## src/rtl/rd_txn_store.sv

```systemverilog
`default_nettype none
// ============================================================================
// Module   : rd_txn_store (with rd_txn_store_pkg)
// Purpose  : State stage behind the read transaction manager. Registers the
//            manager's next head/tail table and linked-data array, ages the
//            timeout counter of every outstanding read, and derives the
//            lookups the manager consumes next cycle (free slots, full,
//            AR/R ID matches, accumulated outstanding burst length).
// Ports    : clk_i, rst_i (async, active-high), presc_i (prescaler reload),
//            enq_i, head_tail_d_i, linked_data_d_i, match_in_id_i,
//            match_in_id_valid_i, rsp_id_i -> head_tail_q_o,
//            linked_data_q_o, head_tail_free_idx_o, linked_data_free_idx_o,
//            full_o, no_in_id_match_o, match_in_idx_o, id_exists_o,
//            rsp_idx_o, accum_burst_length_o.
// Options  : RD_STORE_PRESCALER_EN - age counters only on prescaler ticks;
//            when undefined, aging happens every cycle and presc_i is unused.
// Revision : 1.0 - initial release
// ============================================================================

package rd_txn_store_pkg;
    localparam int PKG_MAX_RD_TXNS = 8;
    localparam int PKG_HT_CAPACITY = 8;
    localparam int PKG_ID_WIDTH    = 4;
    localparam int PKG_ACCU_WIDTH  = 16;

    typedef logic [PKG_ID_WIDTH-1:0]              id_t;
    typedef logic [PKG_ACCU_WIDTH-1:0]            accu_cnt_t;
    typedef logic [$clog2(PKG_HT_CAPACITY)-1:0]   ht_idx_t;
    typedef logic [$clog2(PKG_MAX_RD_TXNS)-1:0]   ld_idx_t;

    typedef struct packed {
        id_t        id;
        logic [7:0] len;
    } metadata_t;

    typedef struct packed {
        metadata_t  metadata;
        accu_cnt_t  counter;
        ld_idx_t    next;
        logic       free;
    } linked_data_t;

    typedef struct packed {
        id_t        id;
        ld_idx_t    head;
        ld_idx_t    tail;
        logic       free;
    } head_tail_t;
endpackage

module rd_txn_store
    import rd_txn_store_pkg::*;
#(
    parameter int MAX_RD_TXNS = PKG_MAX_RD_TXNS,
    parameter int HT_CAPACITY = PKG_HT_CAPACITY
) (
    input  logic                          clk_i,
    input  logic                          rst_i,
    input  logic [3:0]                    presc_i,
    input  logic                          enq_i,
    input  head_tail_t   [HT_CAPACITY-1:0] head_tail_d_i,
    input  linked_data_t [MAX_RD_TXNS-1:0] linked_data_d_i,
    input  id_t                           match_in_id_i,
    input  logic                          match_in_id_valid_i,
    input  id_t                           rsp_id_i,
    output head_tail_t   [HT_CAPACITY-1:0] head_tail_q_o,
    output linked_data_t [MAX_RD_TXNS-1:0] linked_data_q_o,
    output ht_idx_t                       head_tail_free_idx_o,
    output ld_idx_t                       linked_data_free_idx_o,
    output logic                          full_o,
    output logic                          no_in_id_match_o,
    output ht_idx_t                       match_in_idx_o,
    output logic                          id_exists_o,
    output ht_idx_t                       rsp_idx_o,
    output accu_cnt_t                     accum_burst_length_o
);

    // Wide enough that MAX_RD_TXNS * 256 can never overflow.
    localparam int c_sum_w = 9 + $clog2(MAX_RD_TXNS + 1);

    localparam linked_data_t c_ld_reset = '{metadata: '0, counter: '0, next: '0, free: 1'b1};
    localparam head_tail_t   c_ht_reset = '{id: '0, head: '0, tail: '0, free: 1'b1};

    head_tail_t   [HT_CAPACITY-1:0] r_head_tail_q;
    linked_data_t [MAX_RD_TXNS-1:0] r_linked_data_q;
    linked_data_t [MAX_RD_TXNS-1:0] w_linked_data_aged;

    logic               w_tick;
    ld_idx_t            w_ld_free_idx;
    logic               w_ld_any_free;
    ht_idx_t            w_ht_free_idx;
    logic               w_ht_any_free;
    ht_idx_t            w_in_idx;
    logic               w_in_found;
    ht_idx_t            w_rsp_idx;
    logic               w_rsp_found;
    logic [c_sum_w-1:0] w_burst_sum;
    accu_cnt_t          w_accum;

    // ------------------------------------------------------------------
    // Aging tick source
    // ------------------------------------------------------------------
`ifdef RD_STORE_PRESCALER_EN
    logic [3:0] r_presc_cnt;

    assign w_tick = (r_presc_cnt == 4'd0);

    always_ff @(posedge clk_i or posedge rst_i) begin
        if (rst_i) begin
            r_presc_cnt <= 4'd0;
        end else if (w_tick) begin
            r_presc_cnt <= presc_i;
        end else begin
            r_presc_cnt <= r_presc_cnt - 4'd1;
        end
    end
`else
    logic w_unused_presc;
    assign w_unused_presc = ^presc_i;
    assign w_tick         = 1'b1;
`endif

    // ------------------------------------------------------------------
    // Aging: saturating decrement of live counters. The slot being filled
    // this cycle keeps its freshly loaded budget untouched.
    // ------------------------------------------------------------------
    always_comb begin
        w_linked_data_aged = linked_data_d_i;
        for (int i = 0; i < MAX_RD_TXNS; i++) begin
            if (w_tick && !linked_data_d_i[i].free &&
                (linked_data_d_i[i].counter != '0) &&
                !(enq_i && (ld_idx_t'(i) == w_ld_free_idx))) begin
                w_linked_data_aged[i].counter = linked_data_d_i[i].counter - accu_cnt_t'(1);
            end
        end
    end

    always_ff @(posedge clk_i or posedge rst_i) begin
        if (rst_i) begin
            for (int i = 0; i < HT_CAPACITY; i++) begin
                r_head_tail_q[i] <= c_ht_reset;
            end
            for (int i = 0; i < MAX_RD_TXNS; i++) begin
                r_linked_data_q[i] <= c_ld_reset;
            end
        end else begin
            r_head_tail_q   <= head_tail_d_i;
            r_linked_data_q <= w_linked_data_aged;
        end
    end

    // ------------------------------------------------------------------
    // Lookups (all from registered state). Loops run high-to-low so the
    // last hit written is the lowest index.
    // ------------------------------------------------------------------
    always_comb begin
        w_ld_free_idx = '0;
        w_ld_any_free = 1'b0;
        for (int i = MAX_RD_TXNS - 1; i >= 0; i--) begin
            if (r_linked_data_q[i].free) begin
                w_ld_free_idx = ld_idx_t'(i);
                w_ld_any_free = 1'b1;
            end
        end
    end

    always_comb begin
        w_ht_free_idx = '0;
        w_ht_any_free = 1'b0;
        w_in_idx      = '0;
        w_in_found    = 1'b0;
        w_rsp_idx     = '0;
        w_rsp_found   = 1'b0;
        for (int i = HT_CAPACITY - 1; i >= 0; i--) begin
            if (r_head_tail_q[i].free) begin
                w_ht_free_idx = ht_idx_t'(i);
                w_ht_any_free = 1'b1;
            end else begin
                if (r_head_tail_q[i].id == match_in_id_i) begin
                    w_in_idx   = ht_idx_t'(i);
                    w_in_found = 1'b1;
                end
                if (r_head_tail_q[i].id == rsp_id_i) begin
                    w_rsp_idx   = ht_idx_t'(i);
                    w_rsp_found = 1'b1;
                end
            end
        end
    end

    always_comb begin
        w_burst_sum = '0;
        for (int i = 0; i < MAX_RD_TXNS; i++) begin
            if (!r_linked_data_q[i].free) begin
                w_burst_sum = w_burst_sum + c_sum_w'(r_linked_data_q[i].metadata.len) + c_sum_w'(1);
            end
        end
    end

    generate
        if (c_sum_w > PKG_ACCU_WIDTH) begin : g_sat
            assign w_accum = (|w_burst_sum[c_sum_w-1:PKG_ACCU_WIDTH]) ? '1
                                                                      : w_burst_sum[PKG_ACCU_WIDTH-1:0];
        end else begin : g_nosat
            assign w_accum = accu_cnt_t'(w_burst_sum);
        end
    endgenerate

    assign head_tail_q_o          = r_head_tail_q;
    assign linked_data_q_o        = r_linked_data_q;
    assign head_tail_free_idx_o   = w_ht_free_idx;
    assign linked_data_free_idx_o = w_ld_free_idx;
    assign full_o                 = !w_ld_any_free || !w_ht_any_free;
    assign no_in_id_match_o       = !(match_in_id_valid_i && w_in_found);
    assign match_in_idx_o         = match_in_id_valid_i ? w_in_idx : '0;
    assign id_exists_o            = w_rsp_found;
    assign rsp_idx_o              = w_rsp_idx;
    assign accum_burst_length_o   = w_accum;

endmodule

`default_nettype wire

```

## config.mk

```make
export PLATFORM = sky130hd
export DESIGN_NAME = rd_txn_store
export DESIGN_NICKNAME = d
export VERILOG_FILES = /design/src/rtl/rd_txn_store.sv
export SDC_FILE = /design/constraint.sdc
export NUM_CORES = 1
export LEC_CHECK = 0
export ABC_CLOCK_PERIOD_IN_PS = 14400
export CAP_MARGIN = 0
export CELL_PAD_IN_SITES_DETAIL_PLACEMENT = 2
export CELL_PAD_IN_SITES_GLOBAL_PLACEMENT = 2
export CORE_AREA = 2 2 287 289
export CTS_BUF_LIST = sky130_fd_sc_hd__clkbuf_16
export DETAILED_ROUTE_END_ITERATION = 10
export DIE_AREA = 0 0 289 291
export PLACE_DENSITY = 0.64
export RECOVER_POWER = 100
export SYNTH_ARGS = -nofsm -noshare
export SYNTH_HDL_FRONTEND = slang
export SYNTH_SLANG_ARGS = --single-unit
export TNS_END_PERCENT = 30
```

## constraint.sdc

```tcl
create_clock -name clk_i -period 14.4 [get_ports clk_i]
set_clock_uncertainty 0.15 [all_clocks]
set_input_delay 2.16 -clock clk_i [delete_from_list [all_inputs] [get_ports clk_i]]
set_output_delay 2.16 -clock clk_i [all_outputs]
set_load 0.1 [all_outputs]
```

==> run metrics <==
worst skew pair latency ~0.57 ns; WP data required ~12 ns; pre-CTS WS around 0.95 ns; DRT iter0 DRCs between 400 and 500; Slew Limit Headroom -285%; number of synthesized flops with an enable pin 0; # setup viols final 0; commonest register cell after synthesis dfrtp_1; antenna-violating nets left 0; critical hold path startpoint linked_data_q_o[0]$_DFF_PP1_; R2R depth 11; Worst path max stage delay 0.77 ns; Min-Delay Path Class register to register; Power Total roughly 4.0 mW; Root Driver clkbuf_16; first-pass GRT wire length 115000 µm; final hold vios 0; dpl hpwl approximately 67000 µm; Post-synth ARST share 100%; CTS tree built; leading area contributor after synthesis dfrtp_1; static leakage 10.9 nW; Reg2Reg Setup Slack just under 10 ns; max_cap viols 5; Post-Syn Instances roughly 1400; Clock power frac 29.0%; routed vias ~14000; initial cell density of the core between 10% and 20%; post-cts resize count 0; flops & latches, synth between 300 and 400; Clock Pin Slew Worst Setup and Hold Paths approximately 0.06 ns; layout cells sized above 1 around 6.3%; Final Max Tran Viols between 300 and 400; violated checks capacitance limit, slew limit; leading post-synthesis cells by cell area dfrtp_1 (52%), xor2_1 (6.0%), ha_1 (5.9%), xnor2_1 (5.6%), nor2_1 (2.9%); die area between 80000 and 90000 µm²; Post-CTS Setup Inserts 0; routed vias/inst 4.29; TritonCTS Buffers 46; cell-internal power between 2 and 2.5 mW; Die Wd about 290 µm; switching pwr between 1.5 and 2 mW; Final Util a little under a third; number of antenna violations at the first check in global routing 37; Crit. End Element output pin; Synth Warn # 0; All-Layer GR Usage 18.7%; WHS Endpoint linked_data_q_o[4]$_DFF_PP0_; reg2reg start linked_data_q_o[192]$_DFF_PP1_; RSZ-0062 raised after global routing false; post-layout min period around 14 ns; period utilization between 90% and 100%; H-tree Lvls 2; critical path's slowest cell dlymetal6s2s_1; largest net degree at the start of global routing roughly 150; status complete, but fails checks; distinct cell type count after synthesis 75; Comb pwr share 44.2%; hold depth 4; CP max FO 6; grt ovf 0; clk buf depth 3; PD cells about 150 nW/µm²; final worst-path setup slack between 0.8 and 0.9 ns; WHS between 0.9 and 1 ns; area of the core 81200 µm²; First-pass DRT Iterations 5; Syn Area/Cell ~11 µm²; vias in the first global route ~16000; Post-Syn Area approximately 16000 µm²; Die Y-Extent approximately 290 µm; num rows 105; WL per Instance around 24 µm; Routed WL approximately 80000 µm; sequential power share roughly 27%; post-synth top area share 51.9%; Ports 735; cell mode on critical path ha_1; sw frac 44.4%; FMAX between 70 and 80 MHz; Crit path arrival time 11.28 ns; Tightest Pin Transition around 5.8 ns; I/O Buffers 727; Critical Path Start Type register; Setup TNS 0 ns; fin nets about 2600; CTS Hold Bufs 0; Worst IR Drop VDD 0.0000936 V; kind of critical path register to output pin; DRC 0; Layout area overhead 63.4%; Fillers between 8000 and 9000; sequential share of the synthesized area between 50% and 60%; CTS sink count roughly 340; R2R Path End linked_data_q_o[49]$_DFF_PP0_; gpl congestion between 0.8 and 0.9
## logic make-up after synthesis
kind of cell,after synthesis,share of synthesized area (%)
and+or+nand+nor,429,13.5
DFF,344,54.5
xor gates and xnor gates,215,12.2
AOI/OAI and AO/OA,203,8.43
buffers and inverters,90,2.22
adders and majority gates,82,6.81
muxes,31,2.26
other,1,0.0237
## placed cells by master, fill, tap and decap left out, types with 14 or more instances in the layout
cell type,count
xor2_1,109
or4_1,14
mux2_2,28
or3_1,14
nand2_1,86
nor2_1,122
clkdlybuf4s50_1,128
clkbuf_16,46
o21ai_0,52
nor2b_1,16
dfrtp_1,328
nor4_1,29
a21oi_1,37
nand3_1,27
nand4_1,17
clkbuf_1,14
xnor2_1,101
nor3_1,56
ha_1,74
dlygate4sd3_1,584
a21o_1,17
dfstp_2,16
inv_1,71
## power by group through the flow
stage | clock (mW) | sequential (mW) | combinational [mW]
CTS | 1.19 | 1.07 | 1.83
detailed placement | 0 | 1.08 | 1.82
finish | 1.15 | 1.07 | 1.75
global route | 1.24 | 1.07 | 1.87
global placement | 0 | 1.08 | 1.77
floorplan | 0 | 1.47 | 0.909
## registers in the layout (all words and copies together) (netlist names)
register	cells
head_tail_q_o	88
linked_data_q_o	256
## worst max-delay path: cells and delay by family, from the launching register on
family | cells | cell delay, ns
flops | 1 | 0.45
buf+inv | 2 | 0.88
mux | 2 | 0.58
simple gates | 11 | 2.12
xor+xnor | 4 | 0.52
fa+ha+maj | 9 | 3.06
compound gates | 12 | 3.07
## per-layer routing
| metal | track usage (%) | share of wire (%) | vias to the layer above |
|---|---|---|---|
| li1 | - | - | 6352 |
| met1 | 22.3 | 40 | 7091 |
| met2 | 32.3 | 50 | 441 |
| met3 | 6.91 | 8.2 | 98 |
| met4 | 3.28 | 1.5 | 24 |
| met5 | 0 | 0.19 | - |
## area by class of cell
| cell class | instances | area (µm²) | share of cell area, % |
|---|---|---|---|
| flip-flops and latches | 344 | 8630 | 33.4 |
| repair buffers | 731 | 7220 | 28.0 |
| multi-input cells | 963 | 6850 | 26.5 |
| well taps | 1070 | 1340 | 5.18 |
| clock buffers | 46 | 1150 | 4.45 |
| clock inverters | 38 | 380 | 1.47 |
| inverters | 66 | 249 | 0.963 |
| diodes | 10 | 25.0 | 0.0968 |
## synth_stat cells, types with 27 or more instances
master / number
nor4_1: 29
mux2_2: 28
nor2_1: 122
ha_1: 74
nand2_1: 86
xor2_1: 109
dfrtp_1: 328
nand3_1: 27
xnor2_1: 101
inv_1: 63
a21oi_1: 37
o21ai_0: 49
nor3_1: 56
## worst max-delay path by stage
stage	from	endpoint	slack, ns	depth (start not counted)
floorplan	linked_data_q_o[20]$_DFF_PP0_	accum_burst_length_o[12]	1.46	37
global placement	linked_data_q_o[20]$_DFF_PP0_	accum_burst_length_o[11]	1.44	40
CTS	linked_data_q_o[20]$_DFF_PP0_	accum_burst_length_o[11]	0.26	40
global route	linked_data_q_o[20]$_DFF_PP0_	accum_burst_length_o[11]	0.007	42
detailed placement	linked_data_q_o[20]$_DFF_PP0_	accum_burst_length_o[11]	0.95	40
finish	linked_data_q_o[20]$_DFF_PP0_	accum_burst_length_o[11]	0.81	40
## through the flow
stage | cell area, µm² | std cells
after floorplan | 15800 | 1397
after global placement | 24400 | 3174
after detailed placement | 24400 | 3174
after CTS | 25900 | 3258
after global routing | 25800 | 3264
final | 25800 | 3268
Note: power is estimated with default switching activity, not from simulation.
